[src/rtl/fb_line_renderer_if.sv]
// Framebuffer FIFO bus for fb_line_renderer.
// The renderer writes word addresses into the address FIFO and pops
// returned words from the data FIFO.
interface fb_line_renderer_if;
   logic        fb_addr_out_wen;
   logic [15:0] fb_addr_out_wd;
   logic        fb_addr_out_full;
   logic        fb_data_in_ren;
   logic [15:0] fb_data_in_rd;
   logic        fb_data_in_empty;

   modport master (
      output fb_addr_out_wen,
      output fb_addr_out_wd,
      input  fb_addr_out_full,
      output fb_data_in_ren,
      input  fb_data_in_rd,
      input  fb_data_in_empty
   );

   modport slave (
      input  fb_addr_out_wen,
      input  fb_addr_out_wd,
      output fb_addr_out_full,
      input  fb_data_in_ren,
      output fb_data_in_rd,
      output fb_data_in_empty
   );
endinterface

[src/rtl/fb_line_renderer.sv]
// fb_line_renderer: prefetches packed framebuffer words through the FIFO
// pair, unpacks them at BPP bits per pixel and drives registered 6-bit RGB.
// Optional feature macro: FB_PALETTE_EN (per-index 18-bit colour palette);
// without it the pixel index is bit-replicated into a grayscale value.
module fb_line_renderer #(
   parameter int BPP     = 2,
   parameter int FB_W    = 512,
   parameter int FB_H    = 256,
   parameter int Y_SHIFT = 1
) (
   input  logic                clk,
   input  logic                rst,
   input  logic signed [10:0]  scr_x,
   input  logic signed [10:0]  scr_y,
   output logic [5:0]          out_red,
   output logic [5:0]          out_green,
   output logic [5:0]          out_blue,
   fb_line_renderer_if.master  fb,
   input  logic                pal_wen,
   input  logic [3:0]          pal_addr,
   input  logic [17:0]         pal_wd,
   output logic                underrun,
   input  logic                underrun_clr
);

   localparam int PPW  = 16 / BPP;
   localparam int SH   = $clog2(PPW);
   localparam int WPR  = FB_W / PPW;
   localparam int NPAL = 1 << BPP;

   typedef enum logic [1:0] {IDLE, REQ, WAIT} state_t;

   state_t          state_q, state_d;

   int              sx, col_i, row_i, p_i;
   logic            row_ok, trig;
   logic [15:0]     addr_d;
   logic            buf_sel_d;

   logic            latch, wen_d, cap, ur_set;
   logic            wen_q, ren_q, sel_q;
   logic [15:0]     wd_q;
   logic [15:0]     buf_q [2];
   logic            underrun_q;

   logic            pix_vis;
   logic [15:0]     pix_word;
   logic [SH-1:0]   pix_off;
   logic [BPP-1:0]  pix_idx;
   logic [17:0]     pix_rgb;
   logic [17:0]     rgb_q;

   // Index bits repeated from the MSB down to fill six bits.
   function automatic logic [5:0] gray(input logic [BPP-1:0] idx);
      logic [5:0] g;
      g = '0;
      for (int unsigned i = 0; i < 6; i++) begin
         g[5-i] = idx[BPP-1-(i%BPP)];
      end
      return g;
   endfunction

   // Screen coordinate decode: prefetch column one word ahead, source row, trigger.
   always_comb begin
      sx        = int'(scr_x);
      col_i     = (sx + PPW) >>> SH;
      row_i     = int'(scr_y) >>> Y_SHIFT;
      p_i       = sx + 1;
      row_ok    = (row_i >= 0) && (row_i < FB_H);
      trig      = ((sx & (PPW - 1)) == 0) && (sx >= -PPW) && row_ok && (col_i < WPR);
      addr_d    = 16'(row_i * WPR + col_i);
      buf_sel_d = col_i[0];
   end

   // Fetch FSM state register.
   always_ff @(posedge clk) begin
      if (rst) state_q <= IDLE;
      else     state_q <= state_d;
   end

   // Fetch FSM next state.
   always_comb begin
      state_d = state_q;
      case (state_q)
         IDLE:    if (trig) state_d = REQ;
         REQ:     if (!fb.fb_addr_out_full) state_d = WAIT;
         WAIT:    if (!fb.fb_data_in_empty) state_d = IDLE;
         default: state_d = IDLE;
      endcase
   end

   // Fetch FSM outputs; a trigger while busy is dropped and flagged.
   always_comb begin
      latch  = 1'b0;
      wen_d  = 1'b0;
      cap    = 1'b0;
      ur_set = 1'b0;
      case (state_q)
         IDLE: latch = trig;
         REQ: begin
            wen_d  = !fb.fb_addr_out_full;
            ur_set = trig;
         end
         WAIT: begin
            cap    = !fb.fb_data_in_empty;
            ur_set = trig;
         end
         default: ;
      endcase
   end

   // Strobes, latched request and the two word buffers.
   always_ff @(posedge clk) begin
      if (rst) begin
         wen_q    <= 1'b0;
         ren_q    <= 1'b0;
         wd_q     <= '0;
         sel_q    <= 1'b0;
         buf_q[0] <= '0;
         buf_q[1] <= '0;
      end else begin
         wen_q <= wen_d;
         ren_q <= cap;
         if (latch) begin
            wd_q  <= addr_d;
            sel_q <= buf_sel_d;
         end
         if (cap) buf_q[sel_q] <= fb.fb_data_in_rd;
      end
   end

   // Sticky underrun flag; a new set beats a simultaneous clear.
   always_ff @(posedge clk) begin
      if (rst)               underrun_q <= 1'b0;
      else if (ur_set)       underrun_q <= 1'b1;
      else if (underrun_clr) underrun_q <= 1'b0;
   end

   assign fb.fb_addr_out_wen = wen_q;
   assign fb.fb_addr_out_wd  = wd_q;
   assign fb.fb_data_in_ren  = ren_q;
   assign underrun           = underrun_q;

`ifdef FB_PALETTE_EN
   logic [17:0]    pal_q [NPAL];
   logic [BPP-1:0] pal_idx;
   logic           pal_unused;

   assign pal_idx    = pal_addr[BPP-1:0];
   assign pal_unused = ^pal_addr;

   // Palette register file, reset to the grayscale ramp.
   always_ff @(posedge clk) begin
      if (rst) begin
         for (int unsigned i = 0; i < NPAL; i++) begin
            pal_q[i] <= {3{gray(BPP'(i))}};
         end
      end else if (pal_wen) begin
         pal_q[pal_idx] <= pal_wd;
      end
   end
`else
   logic pal_unused;
   assign pal_unused = ^{pal_wen, pal_addr, pal_wd};
`endif

   // Pixel lookup one position ahead to cover the output register.
   always_comb begin
      pix_vis  = (p_i >= 0) && (p_i < FB_W) && row_ok;
      pix_word = buf_q[p_i[SH]];
      pix_off  = p_i[SH-1:0];
      pix_idx  = BPP'(pix_word >> (pix_off * BPP));
`ifdef FB_PALETTE_EN
      pix_rgb  = pal_q[pix_idx];
`else
      pix_rgb  = {3{gray(pix_idx)}};
`endif
   end

   // Registered colour output, blanked outside the framebuffer.
   always_ff @(posedge clk) begin
      if (rst || !pix_vis) rgb_q <= '0;
      else                 rgb_q <= pix_rgb;
   end

   assign out_red   = rgb_q[17:12];
   assign out_green = rgb_q[11:6];
   assign out_blue  = rgb_q[5:0];

endmodule

[src/flat_wrapper.sv]
// flat-port wrapper written by rule: the top's interface ports become plain ports
module fb_line_renderer_flat 
#(
   parameter int BPP     = 2,
   parameter int FB_W    = 512,
   parameter int FB_H    = 256,
   parameter int Y_SHIFT = 1
)
  (clk, rst, scr_x, scr_y, out_red, out_green, out_blue, pal_wen, pal_addr, pal_wd, underrun, underrun_clr, fb_fb_addr_out_wen, fb_fb_addr_out_wd, fb_fb_addr_out_full, fb_fb_data_in_ren, fb_fb_data_in_rd, fb_fb_data_in_empty);
  fb_line_renderer_if fb_i ();
  input  logic clk;
  input  logic rst;
  input  logic signed [10:0] scr_x;
  input  logic signed [10:0] scr_y;
  output logic [5:0] out_red;
  output logic [5:0] out_green;
  output logic [5:0] out_blue;
  input  logic pal_wen;
  input  logic [3:0] pal_addr;
  input  logic [17:0] pal_wd;
  output logic underrun;
  input  logic underrun_clr;
  output wire logic [$bits(fb_i.fb_addr_out_wen)-1:0] fb_fb_addr_out_wen;
  output wire logic [$bits(fb_i.fb_addr_out_wd)-1:0] fb_fb_addr_out_wd;
  input wire logic [$bits(fb_i.fb_addr_out_full)-1:0] fb_fb_addr_out_full;
  output wire logic [$bits(fb_i.fb_data_in_ren)-1:0] fb_fb_data_in_ren;
  input wire logic [$bits(fb_i.fb_data_in_rd)-1:0] fb_fb_data_in_rd;
  input wire logic [$bits(fb_i.fb_data_in_empty)-1:0] fb_fb_data_in_empty;
  assign fb_fb_addr_out_wen = fb_i.fb_addr_out_wen;
  assign fb_fb_addr_out_wd = fb_i.fb_addr_out_wd;
  assign fb_i.fb_addr_out_full = fb_fb_addr_out_full;
  assign fb_fb_data_in_ren = fb_i.fb_data_in_ren;
  assign fb_i.fb_data_in_rd = fb_fb_data_in_rd;
  assign fb_i.fb_data_in_empty = fb_fb_data_in_empty;
  fb_line_renderer #(.BPP(BPP), .FB_W(FB_W), .FB_H(FB_H), .Y_SHIFT(Y_SHIFT)) u_core (.clk(clk), .rst(rst), .scr_x(scr_x), .scr_y(scr_y), .out_red(out_red), .out_green(out_green), .out_blue(out_blue), .fb(fb_i), .pal_wen(pal_wen), .pal_addr(pal_addr), .pal_wd(pal_wd), .underrun(underrun), .underrun_clr(underrun_clr));
endmodule
[config.mk]
export PLATFORM = sky130hd
export DESIGN_NAME = fb_line_renderer_flat
export DESIGN_NICKNAME = d
export VERILOG_FILES = /design/src/rtl/fb_line_renderer_if.sv /design/src/rtl/fb_line_renderer.sv /design/src/flat_wrapper.sv
export SDC_FILE = /design/constraint.sdc
export NUM_CORES = 1
export LEC_CHECK = 0
export CORE_ASPECT_RATIO = 0.5
export CORE_UTILIZATION = 42
export CTS_BUF_LIST = sky130_fd_sc_hd__clkbuf_16
export DETAILED_ROUTE_END_ITERATION = 16
export PLACE_DENSITY = 0.76
export SLEW_MARGIN = 10
export SYNTH_ARGS = -nofsm -noshare
export SYNTH_HDL_FRONTEND = slang
export SYNTH_SLANG_ARGS = --single-unit
[constraint.sdc]
create_clock -name clk -period 2.8 [get_ports clk]
set_input_delay 0.7 -clock clk [delete_from_list [all_inputs] [get_ports clk]]
set_output_delay 0.7 -clock clk [all_outputs]
set_load 0.03 [all_outputs]
-- Word-level counts from Yosys, hierarchy flattened
Memory sizes are Yosys's and may differ from the RTL's.
Cells that the tools add are included.
- reduce and logical (&&, ||, !) cells: 17
- bitwise gates (word level): 1
- shift operators: 1
- equality and inequality tests: 5
- magnitude comparators: 6
- muxes and demuxes: 17
- add/sub/neg operators: 3
- operators with widths (cell ; count):
    $ge A32 B1 Y1 const B ; 1
    $logic_not A32 Y1 ; 1
    $lt A32 B11 Y1 const B ; 1
    $add A16 B9 Y16 ; 1
    $mux W16 ; 1
    $reduce_or A16 Y1 ; 1
    $shr A16 B4 Y2 ; 1
    $add A11 B2 Y12 const B ; 1
    $add A11 B5 Y12 const B ; 1
    $mux W1 ; 12
    $ge A11 B4 Y1 const B ; 1
    $ge A10 B1 Y1 const B ; 1
    $lt A10 B10 Y1 const B ; 1
    $lt A9 B8 Y1 const B ; 1
    $logic_and A1 B1 Y1 ; 6
    $mux W2 ; 3
    $pmux W2 S3 ; 1
    $ne A2 B2 Y1 const B ; 2
    $reduce_or A2 Y1 ; 2
    $logic_not A1 Y1 ; 3
    $reduce_and A3 Y1 ; 1
    $eq A2 B1 Y1 const B ; 1
    $eq A2 B2 Y1 const B ; 1
    $logic_not A2 Y1 ; 1
    other kinds (4) ; 4
- memories: 1
- bits in registers: 40
- bits in writable memories: 32
- logic and storage cells: 58
- output and inout bits: 37
- memories (name ; depth ; bits a word ; read ports ; clocked after memory_dff ; write ports ; RTL line ; RTL):
    u_core.buf_q ; 2 ; 16 ; 1 ; 0 ; 2 ; fb_line_renderer.sv:43 ; logic [15:0] buf_q [2];

-- Longest topological paths before layout
Gate-level depths: netlist of the first run.
- depth in word-level cells: 7
- mapped depth: 12
- gate-level depth less buffers: 12

-- Worst setup path before layout of the first run
OpenSTA, ideal clock, no wires.
- path kind: input port to flip-flop
- from: input scr_x[3]
- to: register u_core.wd_q[12], in the netlist u_core.fb.fb_addr_out_wd[12]
- data required time: 2.742 ns
- stages on the path: 12
- library setup time: 0.058 ns
- arrival: 2.700 ns
- path slack: 0.043 ns
- cell sequence: ha_1 -> nand2_1 -> nor2_1 -> xor2_1 -> ha_1 -> inv_1 -> fa_1 -> nor2b_1 -> o2111ai_1 -> a31o_2 -> a21oi_1 -> o21a_1
- cells in the longest elaborated chain, start to end: 5
- ends and longest elaborated chain (element ; RTL line ; RTL):
    from (decl) ; flat_wrapper.sv:13 ; input logic signed [10:0] scr_x;
    branches (longest 5 deep; another with $add A16 B9 Y16) ; -- ;
    to (signal assigned) ; fb_line_renderer.sv:125 ; wd_q <= addr_d;
    to (decl) ; fb_line_renderer.sv:42 ; logic [15:0] wd_q;
Several ways; the timed one is not identified.
A chain may end at the register's enable or synchronous reset.

-- Final worst setup path of the first run
- from: input scr_x[4]
- to: register u_core.wd_q[14], in the netlist u_core.fb.fb_addr_out_wd[14]
Same word-level chain as after synthesis.

==> summary.txt, run 1 <==
Status: complete, no violations
Clk sinks: 55
#FFs+latches synth: 55
Yosys cell types: 53
Final worst-path cycle share: 0.968
Worst reg2reg path startpoint: u_core.state_q[1]$_SDFFE_PP0P_
Adder-cell area share of the yosys netlist: 0.0717
Filler cells: 600
Tot GR Track Use: 0.190
# port buffers: 78
CTS tree: built
Post-synthesis simple-gate area fraction: 0.186
Vias in the first global route: 2609
Most frequent cells in the layout: clkdlybuf4s50_1 (71), buf_4 (48), edfxtp_1 (32)
Worst-path maximum fanout: 3
Area contributors post-synth: edfxtp_1 (30%), dfxtp_1 (14%), ha_1 (6.6%), buf_4 (4.6%), and2_1 (4.0%)
Iter 0 DRT Violations: 157
# DRC: 0
Congestion Overflow GR: 0
Placed Instances: 496
CTS root buf: clkbuf_16
Crit start category: input port
Syn Nets: 384
Initial antenna violation count: 0
Die width: 126 um
Total CTS buffers: 5
H-tree depth: 2
Worst Hold Class: reg -> reg
Max-slew headroom: 0.614
Total Wirelength: 7460 um
Total design power: 1.86 mW
Main combinational cell family by area after synthesis: simple AND/OR/NAND/NOR gates
Core Rows: 22
Largest net degree at the start of global routing: 20
Setup crit end kind: flip-flop
Complex-gate fraction of the synthesized area: 0.120
Post-synthesis instance total: 300
Pre-CTS WS: -0.597 ns
Die area: 8100 um2
Power density over the cells: 407 nW/um2
Most common cell after layout, fill and taps aside: clkdlybuf4s50_1
Global-route wire length before repair: 12000 um
Worst-Margin Slew: 0.578 ns
EDFF count, synth: 32
Clk Latency, worst-skew pair: 0.30 ns
Synth warn: 0
Worst path slowest cell: fa_2
Post-synth top area share: 0.296
Kind of critical path: in -> reg
Nets: 492
DP Wirelength: 5520 um
Required @ worst endpoint: 3.02 ns
MaxCap Viol Count: 0
Routability cong.: 0.885
Die Y: 64.2 um
Io pins: 103
Starting Density: 0.438
CTS max path bufs: 2
Crit path DAT: 2.93 ns
Final Hold Fails: 0
Syn_area_per_cell: 10.8 um2
DRT antenna net count: 0
Multiplexer area fraction after synthesis: 0.0752
Crit path from: scr_x[4]
Vias per cell: 5.25
CP cell instances: dlygate4sd2_1 -> ha_4 -> nand2_4 -> nor2_4 -> xor2_1 -> ha_2 -> inv_1 -> fa_2 -> nor2b_4 -> o2111ai_4 -> a31oi_1 -> xnor2_1 -> o31ai_1
Worst hold start: u_core.fb.fb_addr_out_wd[10]$_SDFFE_PP0P_
Fraction of registers with async set or reset after synthesis: 0
Final std cells w/o fill: 505
Fraction of layout cells with a size suffix above 1: 0.222
Leak: 1.84 nW
Area leader, netlist: edfxtp_1
Max stage delay on crit path: 0.39 ns
Sequential cell area: 1420 um2
Multi-input logic area: 1690 um2
Core footprint: 7400 um2
Drt first pass iters: 4
Hold_ws: 0.454 ns
Sequential-to-total area share from yosys stat: 0.438
Fin. max-slew vios: 0
Clk_skew: 0.00622 ns
Setup WS post-layout: 0.0892 ns
Setup Total Neg Slack: 0 ns
Total number of vias: 2652
XOR/XNOR share of the synthesized area: 0.0409
Worst vdd ir: 228 uV
Synth Flop Type: edfxtp_1
Ant. Diodes: 0
Clk pin slew, worst setup/hold paths: 0.07 ns
Upper clock frequency limit: 0.369 GHz
CTS Hold Buffers Added: 0
Endpoints failing setup: 0
Mapped Area: 3250 um2
WL per Instance: 14.8 um
Area Overhead vs Synth: 40.9%
Post-layout min period: 2.71 ns
-- worst max-delay path, delay by kind of cell --
kind	cells	cell delay [ns]
buffers and inverters	2	0.33
xor gates and xnor gates	2	0.28
AOI/OAI and AO/OA	3	0.54
and+or+nand+nor	3	0.33
adders and majority gates	3	0.76
-- registers in the layout, indices dropped and copies added (netlist names) --
| name | count |
|---|---|
| u_core.buf_q | 32 |
| u_core.fb.fb_addr_out_wd | 16 |
| u_core.rgb_q | 2 |
| u_core.state_q | 2 |
| u_core.fb.fb_addr_out_wen | 1 |
| u_core.fb.fb_data_in_ren | 1 |
| u_core.underrun | 1 |
-- layout make-up --
type	instances	area share
Multi-Input combinational cell	206	0.370
Sequential cell	55	0.311
Timing Repair Buffer	127	0.250
Clock buffer	5	0.0274
Tap cell	96	0.0263
Inverter	13	0.0107
Clock inverter	3	0.00465
-- layer usage --
| metal | global-route usage | routed length (um) | up-vias |
|---|---|---|---|
| li1 | - | - | 1301 |
| met1 | 0.226 | 3320 | 1270 |
| met2 | 0.341 | 3720 | 64 |
| met3 | 0.0377 | 257 | 17 |
| met4 | 0.0768 | 152 | 0 |
| met5 | 0 | 0 | - |
-- cells in the mapped netlist (4+ instances only) --
library cell and count:
a211oi_2 6, mux2i_1 12, a21oi_1 13, ha_1 17
buf_4 20, inv_1 13, and2_1 21, nand2_1 11
clkbuf_1 5, nor3_1 8, o21ai_0 11, dfxtp_1 23
nor2_1 16, xnor2_1 6, mux4_2 4, xor2_1 6
and3_1 16, edfxtp_1 32, nand3_1 7
-- worst paths after layout --
path,end,depth (start not counted),slack (ns)
worst max-delay path,u_core.fb.fb_addr_out_wd[14]$_SDFFE_PP0P_,13,0.09
worst min-delay path,u_core.fb.fb_addr_out_wd[10]$_SDFFE_PP0P_,2,0.45
worst max register to register,u_core.fb.fb_addr_out_wd[15]$_SDFFE_PP0P_,8,0.89
worst min register to register,u_core.fb.fb_addr_out_wd[10]$_SDFFE_PP0P_,2,0.45
-- kinds of logic after synthesis --
logic type               count (synthesis)
buffers and inverters                   39
AO/OA/AOI/OAI                           54
flip-flops                              55
multiplexers                            19
XOR/XNOR                                13
AND/OR/NAND/NOR                        102
adder cells (fa/ha/maj)                 18
-- power breakdown --
| group | internal [mW] | total, mW | switching [mW] |
|---|---|---|---|
| Combinational | 0.185 | 0.349 | 0.164 |
| Sequential | 0.869 | 0.875 | 0.00598 |
| Clock | 0.336 | 0.636 | 0.300 |
| Total | 1.39 | 1.86 | 0.470 |
-- stage by stage --
step / utilization / area (um2)
after floorplan: - / 3250
after global placement: 0.585 / 4330
after detailed placement: 0.585 / 4330
after CTS: 0.614 / 4550
after global routing: 0.618 / 4570
final: 0.618 / 4570
-- timing repair --
item,CTS,global route
setup buffers,1,0
endpoints found under the setup margin,6,2
pin swaps,12,5
resized for setup,26,4
(Power assumes the default switching activity.)
==> run 2, diff against run 1 <==
- CORE_MARGIN: not set -> 10
==> run 2 against run 1 <==
Die area is 46% higher. Utilization is 0.61 points higher. Non-clock buffer count is 3 higher. Critical endpoint unchanged. Largest cell class unchanged.
==> summary.txt, run 2 (synthesis gave the netlist of run 1 again) <==
Status: complete, no violations
CTS Hold Buffers Added: 0
Clk pin slew, worst setup/hold paths: 0.07 ns
Max reg flops: 32
Congestion Overflow GR: 0
Die width: 144 um
Crit path DAT: 2.96 ns
Gate power share: 0.191
Placed Area: 4320 um2
Required @ worst endpoint: 3.01 ns
Hold Crit Depth: 2
Total CTS buffers: 5
Clk_skew: 0.00395 ns
H-tree depth: 2
Die area: 11900 um2
Post-layout min period: 2.75 ns
Flop pwr share: 0.461
Final worst-path cycle share: 0.982
Reg2reg path depth: 6
CTS root buf: clkbuf_16
Kind of critical path: in -> reg
Most common cell after layout, fill and taps aside: clkdlybuf4s50_1
Post-route cell area: 4640 um2
Upper clock frequency limit: 0.364 GHz
DRT antenna net count: 0
Global-route wire length before repair: 12600 um
Largest net degree at the start of global routing: 24
# port buffers: 78
Tot GR Track Use: 0.133
Grt met1 use: 0.147
WL per Instance: 16.3 um
Int Power: 1.41 mW
Routability cong.: 0.758
Nets: 495
DP Wirelength: 6200 um
Worst Hold Class: reg -> reg
Fin. max-slew vios: 0
Ant. Diodes: 0
Fraction of layout cells with a size suffix above 1: 0.248
Clk Latency, worst-skew pair: 0.30 ns
Worst vdd ir: 227 uV
Starting Density: 0.437
Core Rows: 22
Vias per cell: 5.21
Top Usage Layer GRT: met2
Worst-path maximum fanout: 3
Worst-Margin Slew: 0.584 ns
Met3 Usage GRT: 0.0313
Endpoints failing setup: 0
Placed Instances: 494
Max-slew headroom: 0.609
Power density over the cells: 409 nW/um2
Sw Ratio: 0.258
Clk sinks: 55
Total number of vias: 2649
Most flops, register: u_core.buf_q
Setup crit end kind: flip-flop
Crit start category: input port
CTS max path bufs: 2
Die Y: 82.2 um
Setup WS post-layout: 0.0493 ns
# DRC: 0
MaxCap Viol Count: 0
Core footprint: 7430 um2
Io pins: 103
Switch Pwr: 0.490 mW
Pre-CTS WS: -0.742 ns
Initial antenna violation count: 0
Area Overhead vs Synth: 42.8%
Clock power frac: 0.348
Total design power: 1.90 mW
Most frequent cells in the layout: clkdlybuf4s50_1 (71), buf_4 (52), edfxtp_1 (32)
Drt first pass iters: 4
Hold_ws: 0.457 ns
Leak: 1.86 nW
Total Wirelength: 8260 um
Met2 usage: 0.254
Final std cells w/o fill: 508
CTS tree: built
Vias in the first global route: 2681
Final Hold Fails: 0
Iter 0 DRT Violations: 143
[run 2: routing by layer]
layer	up-vias	wire length [um]
li1	1307	-
met1	1273	3390
met2	60	4350
met3	9	416
met4	0	99
met5	-	0
[run 2: worst max-delay path, stage by stage]
cell and delay [ns]:
dlygate4sd2_1 0.22, ha_2 0.20, nand2_2 0.10, nor2_4 0.16, xor2_2 0.16, ha_2 0.19, inv_1 0.05, fa_2 0.37
nor2b_4 0.16, o2111ai_4 0.14, a31oi_2 0.20, xnor2_1 0.09, o31ai_1 0.20
[run 2: layout make-up]
cell class	count	area (um2)
multi-input cells	206	1720
well taps	96	120
clock inverters	3	31.3
fillers	591	2800
flip-flops and latches	55	1420
clock buffers	5	125
repair buffers	130	1170
inverters	13	51.3
[run 2: power groups by stage]
stage          Clock, mW  Combinational [mW]  Sequential, mW
2_1_floorplan          0               0.162           0.895
3_3_place_gp           0               0.319           0.892
3_5_place_dp           0               0.330           0.894
4_1_cts            0.672               0.340           0.875
5_1_grt            0.713               0.392           0.876
6_report           0.659               0.363           0.875
[run 2: what timing repair did]
item / CTS / global route
buffers inserted: 4 / 2
resized for setup: 22 / 13
setup endpoints to repair: 7 / 5
pin swaps: 12 / 12
[run 2: worst paths after layout]
kind	from	end	slack, ns
setup / recovery	scr_x[3]	u_core.fb.fb_addr_out_wd[14]$_SDFFE_PP0P_	0.05
hold / removal	u_core.fb.fb_addr_out_wd[11]$_SDFFE_PP0P_	u_core.fb.fb_addr_out_wd[11]$_SDFFE_PP0P_	0.46
setup reg to reg	u_core.state_q[0]$_SDFFE_PP0P_	u_core.buf_q[0][8]$_SDFFCE_PN0P_	0.73
hold reg to reg	u_core.fb.fb_addr_out_wd[11]$_SDFFE_PP0P_	u_core.fb.fb_addr_out_wd[11]$_SDFFE_PP0P_	0.46
[run 2: stage by stage]
step | utilization | setup TNS (ns)
after CTS | 0.611 | 0
after floorplan | - | 0
final | 0.624 | 0
after detailed placement | 0.581 | -4.79
after global placement | 0.581 | -3.89
after global routing | 0.624 | -0.0295
